File: config.mk
export PLATFORM = sky130hd
export DESIGN_NAME = fpcvt_main_flat
export DESIGN_NICKNAME = d
export VERILOG_FILES = /design/src/rtl/fpcvt_pkg.sv /design/src/rtl/fpcvt_if.sv /design/src/rtl/fpcvt_lzc.sv /design/src/rtl/fpcvt_main.sv /design/src/flat_wrapper.sv
export SDC_FILE = /design/constraint.sdc
export NUM_CORES = 1
export LEC_CHECK = 0
export BUFFER_PORTS_ARGS = -buffer_cell sky130_fd_sc_hd__buf_2
export CORE_AREA = 5 5 64 66
export DETAILED_ROUTE_END_ITERATION = 16
export DIE_AREA = 0 0 69 71
export PLACE_DENSITY_LB_ADDON = 0.05
export REMOVE_ABC_BUFFERS = 1
export SYNTH_ARGS = -nofsm -noshare
export SYNTH_HDL_FRONTEND = slang
export SYNTH_SLANG_ARGS = --single-unit
File: constraint.sdc
create_clock -name clk -period 5.1 [get_ports clk]
set_input_delay 0.51 -clock clk [delete_from_list [all_inputs] [get_ports clk]]
set_output_delay 0.51 -clock clk [all_outputs]
set_load 0.05 [all_outputs]
File: src/rtl/fpcvt_pkg.sv
// Shared constants, result layout and exponent mapping for the integer-to-fp8 converter.
package fpcvt_pkg;

  localparam int unsigned IN_W  = 12;
  localparam int unsigned EXP_W = 3;
  localparam int unsigned SIG_W = 4;

  localparam logic [EXP_W-1:0] E_MAX = 3'd7;
  localparam logic [SIG_W-1:0] F_MAX = 4'hF;

  // Result byte: value = (-1)^sign * sig * 2^exp
  typedef struct packed {
    logic             sign;
    logic [EXP_W-1:0] exp;
    logic [SIG_W-1:0] sig;
  } fp8_t;

  // Leading-zero count of the 12-bit magnitude -> exponent. The window is 4 bits wide, so a
  // leading one at bit p (L = 11 - p) needs a shift of p - 3 = 8 - L, floored at zero.
  function automatic logic [EXP_W-1:0] lzc_to_exp(input logic [3:0] lz);
    logic [EXP_W-1:0] e;
    if (lz == 4'd0) begin
      // Magnitude bit 11 is never set; clamp rather than wrap if it ever were.
      e = E_MAX;
    end else if (lz >= 4'd8) begin
      e = '0;
    end else begin
      e = 3'(4'd8 - lz);
    end
    return e;
  endfunction

endpackage

File: src/rtl/fpcvt_if.sv
// Producer/consumer bundle for the converter: integer sample in, fp8 result out.
interface fpcvt_if;
  import fpcvt_pkg::*;

  logic            in_valid;
  logic [IN_W-1:0] d_in;
  logic            out_valid;
  logic [7:0]      d_out;

  // Producer / testbench side
  modport master (
    output in_valid,
    output d_in,
    input  out_valid,
    input  d_out
  );

  // Converter side
  modport slave (
    input  in_valid,
    input  d_in,
    output out_valid,
    output d_out
  );

endinterface

File: src/rtl/fpcvt_lzc.sv
// Combinational 12-bit leading-zero counter; all-zero input reports 12.
module fpcvt_lzc (
  input  logic [11:0] data_i,
  output logic [3:0]  lzc_o
);

  // Scan upward so the highest set bit is the last one to write the result.
  always_comb begin
    lzc_o = 4'd12;
    for (int i = 0; i < 12; i++) begin
      if (data_i[i]) begin
        lzc_o = 4'(11 - i);
      end
    end
  end

endmodule

File: src/rtl/fpcvt_main.sv
// 12-bit two's-complement integer to fp8 {S, E[2:0], F[3:0]} converter, round-half-up with
// saturation at 15 * 2^7. Default latency is 1 cycle; defining FPCVT_IN_REG_EN adds an input
// register stage (latency 2) with identical results.
module fpcvt_main
  import fpcvt_pkg::*;
(
  input  logic  clk,
  input  logic  rst,
  fpcvt_if.slave bus
);

  logic            stage_valid;
  logic [IN_W-1:0] stage_din;

`ifdef FPCVT_IN_REG_EN
  logic            in_valid_q;
  logic [IN_W-1:0] d_in_q;

  // Optional input stage, cleared by reset along with the output stage.
  always_ff @(posedge clk) begin
    if (rst) begin
      in_valid_q <= 1'b0;
      d_in_q     <= '0;
    end else begin
      in_valid_q <= bus.in_valid;
      d_in_q     <= bus.d_in;
    end
  end

  assign stage_valid = in_valid_q;
  assign stage_din   = d_in_q;
`else
  assign stage_valid = bus.in_valid;
  assign stage_din   = bus.d_in;
`endif

  logic        sign;
  logic        is_min;
  logic [10:0] mag;
  logic [3:0]  lz;

  // Sign/magnitude split; -2048 has no 11-bit magnitude and is flagged for saturation.
  always_comb begin
    sign   = stage_din[IN_W-1];
    is_min = (stage_din == 12'h800);
    mag    = sign ? 11'(-stage_din) : stage_din[10:0];
  end

  fpcvt_lzc u_lzc (
    .data_i ({1'b0, mag}),
    .lzc_o  (lz)
  );

  logic [EXP_W-1:0] exp_raw;
  logic [SIG_W-1:0] sig_raw;
  logic             rnd_bit;
  logic [SIG_W:0]   sig_rnd;
  logic [EXP_W:0]   exp_inc;
  fp8_t             res;

  // Extract the 4-bit window, round half up, renormalise on carry-out, then saturate.
  always_comb begin
    exp_raw = lzc_to_exp(lz);
    sig_raw = 4'(mag >> exp_raw);
    // The appended zero makes exp_raw = 0 yield no rounding; otherwise this is mag[exp_raw-1].
    rnd_bit = 1'({mag, 1'b0} >> exp_raw);
    sig_rnd = {1'b0, sig_raw} + {4'd0, rnd_bit};
    exp_inc = {1'b0, exp_raw} + {3'd0, sig_rnd[SIG_W]};

    res.sign = sign;
    // exp_inc[3] means the exponent passed E_MAX (7) after renormalisation.
    if (is_min || exp_inc[EXP_W]) begin
      res.exp = E_MAX;
      res.sig = F_MAX;
    end else begin
      res.exp = exp_inc[EXP_W-1:0];
      res.sig = sig_rnd[SIG_W] ? 4'b1000 : sig_rnd[SIG_W-1:0];
    end
  end

  logic out_valid_q, out_valid_d;
  fp8_t d_out_q, d_out_d;

  // Capture a new result only for valid samples; otherwise hold the last one.
  always_comb begin
    out_valid_d = stage_valid;
    d_out_d     = stage_valid ? res : d_out_q;
  end

  // Output register with synchronous reset.
  always_ff @(posedge clk) begin
    if (rst) begin
      out_valid_q <= 1'b0;
      d_out_q     <= '0;
    end else begin
      out_valid_q <= out_valid_d;
      d_out_q     <= d_out_d;
    end
  end

  assign bus.out_valid = out_valid_q;
  assign bus.d_out     = d_out_q;

endmodule

File: src/flat_wrapper.sv
// flat-port wrapper written by rule: the top's interface ports become plain ports
module fpcvt_main_flat import fpcvt_pkg::*;
  (clk, rst, bus_in_valid, bus_d_in, bus_out_valid, bus_d_out);
  fpcvt_if bus_i ();
  input  logic clk;
  input  logic rst;
  input wire logic [$bits(bus_i.in_valid)-1:0] bus_in_valid;
  input wire logic [$bits(bus_i.d_in)-1:0] bus_d_in;
  output wire logic [$bits(bus_i.out_valid)-1:0] bus_out_valid;
  output wire logic [$bits(bus_i.d_out)-1:0] bus_d_out;
  assign bus_i.in_valid = bus_in_valid;
  assign bus_i.d_in = bus_d_in;
  assign bus_out_valid = bus_i.out_valid;
  assign bus_d_out = bus_i.d_out;
  fpcvt_main u_core (.clk(clk), .rst(rst), .bus(bus_i));
endmodule
==> flow_summary.ini <==
[sta]
max_freq_mhz = 207
relSlewSlack_pct = 62.5
fin_worst_skew_ns = 0
worst_slack_ns = 0.265
setup_tns_ns = 0
fin_crit_sh_pct = 94.8
setup_viol = 0
hold_ws_ns = 0.498
worstMarginPinSlew_ns = 0.555
min_period_ns = 4.83
hold_viol = 0
slew_viol_final = 0

[floorplanning]
die_w_um = 69
core_mm2 = 0.00352
dieArea_mm2 = 0.00490
ios = 24
die_h_um = 71
num_rows = 22
initial_core_util_pct = 48.9

[worst_setup_path]
cp_slowest_cell = a211oi_1
worstPathRequired_ns = 5.29
worstSetupPathType = input port to flop
path_max_fanout = 7
endpoint_kind = flop
crit_path_start_kind = input port
cp.arrival_ns = 5.02
ff2ff_setup_slack_ns = 4.29
max_stage_delay_ns = 0.45

[placement]
gp_congestion = 1.02
hpwl_mm = 4.22
port_buffers = 23
preCtsSetupSlack_ns = -0.0737
place_inst = 338
place_area_mm2 = 0.00207

[finish]
utilization_pct = 60.7
final_nets = 316
fill_cells = 368
area_growth_pct = 23.9
mostFrequentLayoutCells = 35 x buf_4, 34 x nor2_1, 23 x buf_2
mostFrequentLayoutCell = buf_4
final_cell_area_mm2 = 0.00214
final_cells = 342
diodes = 0
drive_above_1_share_pct = 27.9

[yosys]
synthAdderAreaFrac_pct = 4.35
synth_top_family_by_area = compound AO/OA/AOI/OAI gates
syn_area_mm2 = 0.00172
synth.yosys.seq_area_share_pct = 10.4
synth_ff_type = dfxtp_1
synth_compound_gate_area_share_pct = 37.0
yosys-top-cells-area = dfxtp_1 10%, nor2_1 7.4%, a21oi_1 4.6%
synth_xor_area_share_pct = 6.10
postSynth.asyncResetShare_pct = 0
synth_cell_types = 64
ys_ff_latch = 9
synth_edf_count = 0
synth_warnings = 0
syn_area_per_cell_um2 = 6.90
synth-simple-area-share_pct = 29.6
synth_top_area_cell = dfxtp_1
synth_cells = 250
synth.top_cell.area_share_pct = 10.4
synthMuxAreaShare_pct = 4.64

[route]
ant_nets = 0
viasPerCell = 6.03
wire_per_inst_um = 15.6
vias = 2061
drt_first_pass_iters = 4
remaining_drc_errors = 0
drt_wl_total_mm = 5.35
drt_iter0_drc = 168

[grt]
overflow = 0
grt_max_degree = 16
grt_use_total_pct = 20.6
first_global_vias = 1842
antenna_found_initial = 0
grt_pass1_wl_mm = 8.50

[flow_run]
drv_cap = 0

[clocking]
htree_levels = 1
clock-root-buffer = clkbuf_4
insertion_delay_ns = 0.26
cts_buffers = 3
cts_sinks = 9
clkSlewWorstSetupHoldPaths_ns = 0.06
cts_tree = yes
cts_setup_buffers = 0
hold_buffers = 0
clockBufferDepth = 2

[power]
leakage_nw = 0.887
irDropWorstVdd_v = 0.0000669
power.total_uw = 483
power-per-cell-area_mw_per_mm2 = 226

[outcome]
status = finished clean

[worst_hold_path]
hp-class = flop to flop
==> routing by layer <==
metal  vias up  track usage, %  share of wire (%)
met5         -               0                  0
met4         0            5.42                1.0
met3         5            1.28                6.1
met2        66            39.2                 51
met1       951            24.9                 42
li1       1039               -                  -
==> registers in the layout (all words and copies together), names as in the netlist <==
signal                flops
u_core.bus.d_out          8
u_core.bus.out_valid      1
==> synthesized netlist by cell type (all sizes together), types with 2 or more instances <==
cell and count:
a2111oi 4, a211o 3, a211oi 7, a21oi 16, a22oi 2, a31o 2, a31oi 4, and2 2
buf 6, clkbuf 12, dfxtp 9, ha 6, inv 11, mux2i 8, nand2 20, nand3 5
nand4 5, nand4b 2, nor2 34, nor2b 5, nor3 12, nor3b 2, nor4 3, o21a 3
o21ai 17, o22ai 2, o311a 4, o311ai 2, o31a 3, o31ai 7, or2 2, or3 2
or4 2, xnor2 7, xor2 5
==> final timing paths <==
kind / cells after the start / endpoint / startpoint
worst max-delay path: 26 / u_core.bus.d_out[6]$_SDFFE_PP0P_ / bus_d_in[1]
worst min-delay path: 2 / u_core.bus.d_out[6]$_SDFFE_PP0P_ / u_core.bus.d_out[6]$_SDFFE_PP0P_
worst max register to register: 3 / u_core.bus.d_out[2]$_SDFFE_PP0P_ / u_core.bus.d_out[2]$_SDFFE_PP0P_
worst min register to register: 2 / u_core.bus.d_out[6]$_SDFFE_PP0P_ / u_core.bus.d_out[6]$_SDFFE_PP0P_
==> worst max-delay path: cells and delay by family <==
kind            cells  cell delay, ns
xor+xnor            1            0.17
compound gates      6            1.09
simple gates       10            1.78
buf+inv             5            0.55
fa+ha+maj           4            0.91
==> kinds of logic after synthesis <==
kind of cell	after synthesis
adders and majority gates	6
xor gates and xnor gates	12
muxes	8
and+or+nand+nor	100
buffers and inverters	29
AOI/OAI and AO/OA	86
DFF	9
==> area by class of cell <==
cell class / count / area [µm²] / area share [%]
inverter: 11 / 41.3 / 1.93
timing repair buffer: 58 / 378 / 17.7
clock buffer: 4 / 26.3 / 1.23
multi-input combinational: 212 / 1450 / 67.9
sequential: 9 / 180 / 8.43
tap: 48 / 60.1 / 2.81
==> repair_timing <==
item | in CTS | in global routing
resized for setup | 0 | 7
hold endpoints to repair | 0 | 0
endpoints found under the setup margin | 0 | 3
==> report_power, final <==
| part | leakage [nW] | internal, mW | switching, mW |
|---|---|---|---|
| Combinational | 0.797 | 0.134 | 0.208 |
| Sequential | 0.0749 | 0.0798 | 0.00431 |
| Clock | 0.0150 | 0.0303 | 0.0270 |
| Total | 0.887 | 0.244 | 0.240 |
Power figures use the tool's default switching activity.
